### src/rtl/word_block_packer.sv
// Packs a 32-bit word stream into WORDS-wide blocks and queues them in a
// 2-entry FIFO toward a valid/ready consumer; dropped blocks set a sticky flag.
module word_block_packer #(
  parameter int unsigned WORDS = 4,
  parameter int unsigned CW    = $clog2(WORDS) + 1
) (
  input  logic                Clock,
  input  logic                Reset,
  input  logic [31:0]         InData,
  input  logic                InValid,
  input  logic                Flush,
  output logic [32*WORDS-1:0] OutData,
  output logic [CW-1:0]       OutCount,
  output logic                OutValid,
  input  logic                OutReady,
  output logic                Overflow
);

  localparam int unsigned BW = 32 * WORDS;

  logic [BW-1:0] asm_q, asm_d, asm_ins;
  logic [CW-1:0] cnt_q, cnt_d, cnt_inc;
  logic [BW-1:0] q0_data_q, q0_data_d, q1_data_q, q1_data_d;
  logic [CW-1:0] q0_cnt_q, q0_cnt_d, q1_cnt_q, q1_cnt_d;
  logic          q0_vld_q, q0_vld_d, q1_vld_q, q1_vld_d;
  logic          ovf_q, ovf_d;
  logic          full_push, flush_push, push, pop;
  logic [CW-1:0] push_cnt;

  // Entry 0 is the head and is held at zero when empty, so outputs come straight from flops.
  assign OutData  = q0_data_q;
  assign OutCount = q0_cnt_q;
  assign OutValid = q0_vld_q;
  assign Overflow = ovf_q;

  always_comb begin
    asm_ins = asm_q;
    for (int i = 0; i < int'(WORDS); i++) begin
      if (InValid && (cnt_q == CW'(i))) asm_ins[32*i +: 32] = InData;
    end
    cnt_inc    = cnt_q + CW'(InValid);
    full_push  = InValid && (cnt_q == CW'(WORDS - 1));
    // A flush on the completing word rides on the full push rather than adding a second one.
    flush_push = Flush && !full_push && (cnt_inc != '0);
    push       = full_push || flush_push;
    push_cnt   = full_push ? CW'(WORDS) : cnt_inc;
    pop        = q0_vld_q && OutReady;

    // Assembly register is cleared after every push so unfilled slots read as zero padding.
    asm_d = push ? '0 : asm_ins;
    cnt_d = push ? '0 : cnt_inc;

    q0_data_d = q0_data_q;
    q0_cnt_d  = q0_cnt_q;
    q0_vld_d  = q0_vld_q;
    q1_data_d = q1_data_q;
    q1_cnt_d  = q1_cnt_q;
    q1_vld_d  = q1_vld_q;
    ovf_d     = ovf_q;

    if (pop) begin
      q0_data_d = q1_data_q;
      q0_cnt_d  = q1_cnt_q;
      q0_vld_d  = q1_vld_q;
      q1_data_d = '0;
      q1_cnt_d  = '0;
      q1_vld_d  = 1'b0;
    end

    // Push lands in the first free slot after any same-cycle pop.
    if (push) begin
      if (!q0_vld_d) begin
        q0_data_d = asm_ins;
        q0_cnt_d  = push_cnt;
        q0_vld_d  = 1'b1;
      end else if (!q1_vld_d) begin
        q1_data_d = asm_ins;
        q1_cnt_d  = push_cnt;
        q1_vld_d  = 1'b1;
      end else begin
        ovf_d = 1'b1;
      end
    end
  end

  always_ff @(posedge Clock) begin
    if (Reset) begin
      asm_q     <= '0;
      cnt_q     <= '0;
      q0_data_q <= '0;
      q0_cnt_q  <= '0;
      q0_vld_q  <= 1'b0;
      q1_data_q <= '0;
      q1_cnt_q  <= '0;
      q1_vld_q  <= 1'b0;
      ovf_q     <= 1'b0;
    end else begin
      asm_q     <= asm_d;
      cnt_q     <= cnt_d;
      q0_data_q <= q0_data_d;
      q0_cnt_q  <= q0_cnt_d;
      q0_vld_q  <= q0_vld_d;
      q1_data_q <= q1_data_d;
      q1_cnt_q  <= q1_cnt_d;
      q1_vld_q  <= q1_vld_d;
      ovf_q     <= ovf_d;
    end
  end

endmodule
### config.mk
export PLATFORM = sky130hd
export DESIGN_NAME = word_block_packer
export DESIGN_NICKNAME = d
export VERILOG_FILES = /design/src/rtl/word_block_packer.sv
export SDC_FILE = /design/constraint.sdc
export NUM_CORES = 1
export LEC_CHECK = 0
export CORE_UTILIZATION = 55
export DETAILED_ROUTE_END_ITERATION = 8
export GPL_TIMING_DRIVEN = 0
export PLACE_DENSITY = 0.82
export SKIP_LAST_GASP = 1
export SLEW_MARGIN = 40
export SYNTH_ARGS = -nofsm -noshare
export SYNTH_HDL_FRONTEND = slang
export SYNTH_SLANG_ARGS = --single-unit
### constraint.sdc
create_clock -name Clock -period 6.2 [get_ports Clock]
set_input_delay 1.86 -clock Clock [delete_from_list [all_inputs] [get_ports Clock]]
set_output_delay 1.86 -clock Clock [all_outputs]
set_load 0.01 [all_outputs]
==> results list <==
* Status: completed
* Level count of the clock H-tree: 2
- I/O Pins: between 150 and 200
- Post-CTS timing repair inserted 0 buffers for setup.
- After floorplanning, the core was divided into 62 placement rows.
- In this run, the number of DRC markers left after iteration 0 of detailed routing was ~1200.
- Wirelength, routed: 47780 µm
- Main synth FF type: sky130_fd_sc_hd__dfxtp_1
- In the final timing run, aggregate negative setup slack is 0 ps.
- R2r startpoint: cnt_q[0]
* Number of antenna violations at the first check in global routing: 2
* Maximum number of pins on one net before global-route repair: 15
- Normalized max-slew margin: 0.5080
* Fraction of the yosys area taken by sequential cells: 0.4896
- For this run, the total global-route usage over all layers was measured as 0.3085.
* Setup violation total in the final timing report: 0
* Via Count: 13830
- The worst register-to-register path ends at OutData[116].
- Time the worst path needs with I/O delays and setup: 4314 ps
- The total area inside the core boundary comes to just under 30000 µm².
- The clock drives about 400 sinks.
- Vias per cell: 5.825
- Dividing the final minimum period by the clock period gives 0.6959.
* Area of the die: 30130 µm²
- CP endpoint kind: flip-flop
- Measured on the finished design, the core utilization comes to 0.6861.
- Summing every instance area after synthesis gives about 16000 µm².
- First-pass GRT wire length: just over 70000 µm
* Post-synthesis net count: 1787
* Least-Margin Pin Slew: roughly 740 ps
- Critical path data arrival time: 4740 ps
- Highest clock rate: around 230 MHz
* Weighted congestion at the end of routability-driven global placement: around 0.93
- The filler cells instantiated in the layout total roughly 2200.
- Average wire length per cell after detail routing: slightly above 20 µm
* Asr flop ratio synth: 0
- Type of the most critical hold path: reg2reg
- Total of flip-flops plus latches after synthesis: approximately 400
* Number of cell instances on the worst register-to-register path: 8
- Synthesis produced a netlist whose cell count is 1748.
- The number of global-route vias before repair came to around 13000.
- In the routed design, unresolved DRC markers number 0.
- TritonRoute pass-1 iters: 5
* Root buffer selected by CTS: sky130_fd_sc_hd__clkbuf_16
- Longest Clk Path Bufs: 3
- The biggest area contributor in the post-synthesis netlist is sky130_fd_sc_hd__dfxtp_1.
- Max-cap violations in this run came to 0.
* Fraction of layout cells with a size suffix above 1: 0.1277
- Area delta synth->final: 22.29%
- The synthesized netlist contains 44 unique library cells.
- The wire-length estimate of the detail-placed layout is between 30000 and 40000 µm.
- For this design the ratio of total power to cell area is between 200 and 300 nW/µm².
- Setup crit start kind: primary input
- Largest driver fanout on the critical path: 10
- Setup repair after global routing left no endpoint under its margin.
* Number of enable flip-flop cells after synthesis: 0
* WHS Path Cells: 1
* Final antenna-violating net count: 0
- Clock-pin slew on the worst setup and hold paths: 60 ps
- In the final layout, the multi-input gates occupy approximately 7500 µm².
* Largest cells by area after synthesis: sky130_fd_sc_hd__dfxtp_1 (49%), sky130_fd_sc_hd__mux2i_1 (11%), sky130_fd_sc_hd__nand2_1 (9.2%), sky130_fd_sc_hd__a221o_1 (4.6%), sky130_fd_sc_hd__mux2_2 (3.6%)
- Warnings, synthesis: 0
- VDD IR-drop max: 234.8 µV
- The count of final max-slew check failures is 0.
* Launch instance of the worst min-delay path: q1_data_q[16]
- On the final layout, the worst hold slack is about 460 ps.
* Total gr overflow: 0
- The total count of hold-check failures in the final report came to 0.
- Clock skew on the completed layout was measured at between 15 and 20 ps.
- For this design the static power due to leakage is approximately 0.0075 µW.
- The critical path in this run is classified as in2reg.
* Initial core utilization: 0.5610
* Area taken by flip-flops and latches: ~7900 µm²
* CTS tree: done
- Die height: roughly 170 µm
- Required time of the critical path: roughly 6600 ps
- From left edge to right edge, the die measures 173.6 µm.
- PostCTS Resize Cnt: 0
* Nets@finish: about 2000
* Area share of the largest cell type after synthesis: 0.4896
- Later-pin clock latency in the skew report: around 540 ps
- The worst register-to-register path has a setup slack of roughly 3400 ps.
- Hold_buf cts: 0
- During placement, the flow inserted port buffers numbering around 170.
- End point of the worst hold path: q1_data_q[16]
* Mean cell area of the mapped netlist: between 9 and 10 µm²
* CTS buffer count: 40
==> cells in the mapped netlist (all sizes together), types with 2 or more instances <==
library cell	instances
and2	68
a311oi	24
a22oi	3
ha	2
buf	58
o31ai	2
and3	23
clkbuf	95
mux2i	173
nor2	105
a211o	2
nor4bb	2
o21ai	75
inv	2
a221o	74
nor3b	2
dfxtp	396
mux2	63
or2	75
a21oi	66
a221oi	2
o2bb2ai	22
nand3	2
nand2	399
o41ai	2
==> power by group <==
part / total, µW / switching (µW) / internal (µW) / leakage (µW)
clock: 2620 / 1020 / 1600 / 0.000703
sequential: 2640 / 33.9 / 2610 / 0.00320
combinational: 634 / 408 / 226 / 0.00355
total: 5890 / 1460 / 4430 / 0.00745
==> cell families after synthesis <==
logic type / count (synthesis) / share of synthesized area
AO/OA/AOI/OAI: 275 / 0.1226
AND/OR/NAND/NOR: 683 / 0.1892
flip-flops: 396 / 0.4896
buffers and inverters: 155 / 0.04567
XOR/XNOR: 1 / 0.0005411
multiplexers: 236 / 0.1508
adder cells (fa/ha/maj): 2 / 0.001545
==> final cells by class <==
class | instances | area share
clock buffers | 59 | 0.06086
multi-input cells | 1197 | 0.3800
diodes | 1 | 0.0001264
well taps | 384 | 0.02427
plain buffers | 153 | 0.03710
repair buffers | 168 | 0.08493
inverters | 2 | 0.0003792
clock inverters | 14 | 0.01194
flip-flops and latches | 396 | 0.4004
==> cells in the final DEF, fill, tap and decap left out, types with 66 or more instances in the layout <==
cell                              count
sky130_fd_sc_hd__o21ai_0             75
sky130_fd_sc_hd__mux2i_1            173
sky130_fd_sc_hd__or2_2               74
sky130_fd_sc_hd__clkdlybuf4s50_1    168
sky130_fd_sc_hd__clkbuf_1           101
sky130_fd_sc_hd__a21oi_1             66
sky130_fd_sc_hd__a221o_1             74
sky130_fd_sc_hd__nand2_1            398
sky130_fd_sc_hd__nor2_1             104
sky130_fd_sc_hd__and2_1              68
sky130_fd_sc_hd__dfxtp_1            396
==> flip-flops by register name (all words and copies together) (netlist names) <==
signal / count
q1_data_q: 128
OutValid: 1
q1_cnt_q: 3
cnt_q: 3
asm_q: 128
OutData: 128
q1_vld_q: 1
Overflow: 1
OutCount: 3
==> stage by stage <==
stage | std cells | instance area (µm²) | total power [µW] | worst slack, ps
2_1_floorplan | 1748 | 16190 | 3049 | 2616
3_3_place_gp | 2300 | 18350 | 3294 | 1497
3_5_place_dp | 2300 | 18350 | 3309 | 1422
4_1_cts | 2373 | 19800 | 5879 | 1975
5_1_grt | 2374 | 19800 | 6044 | 1870
6_report | 2374 | 19800 | 5893 | 1886
==> worst max-delay path: stages <==
cell and delay (ps):
sky130_fd_sc_hd__clkdlybuf4s50_1 500, sky130_fd_sc_hd__ha_1 250, sky130_fd_sc_hd__ha_1 180, sky130_fd_sc_hd__xnor2_1 430, sky130_fd_sc_hd__o211ai_2 160, sky130_fd_sc_hd__nand2_1 140, sky130_fd_sc_hd__buf_2 470, sky130_fd_sc_hd__buf_2 370
sky130_fd_sc_hd__mux2_2 370
==> worst max-delay path by stage <==
stage,slack [ps],end,cells past startpoint,startpoint
floorplan,2620,OutData[103],8,InValid
global placement,1500,OutData[115],9,InValid
detailed placement,1420,OutData[119],9,InValid
CTS,1970,OutData[116],9,InValid
global route,1870,OutData[114],9,InValid
finish,1890,OutData[116],9,InValid
==> layer usage <==
metal / part of all wire / GRT usage / wire (µm) / vias up
met1: 0.41 / 0.3968 / 19550 / 6648
met2: 0.46 / 0.4956 / 21850 / 640
met3: 0.082 / 0.05219 / 3918 / 137
li1: - / - / - / 6401
met5: 0.00038 / 0 / 18 / -
met4: 0.051 / 0.1670 / 2447 / 2
(Power assumes the default switching activity.)
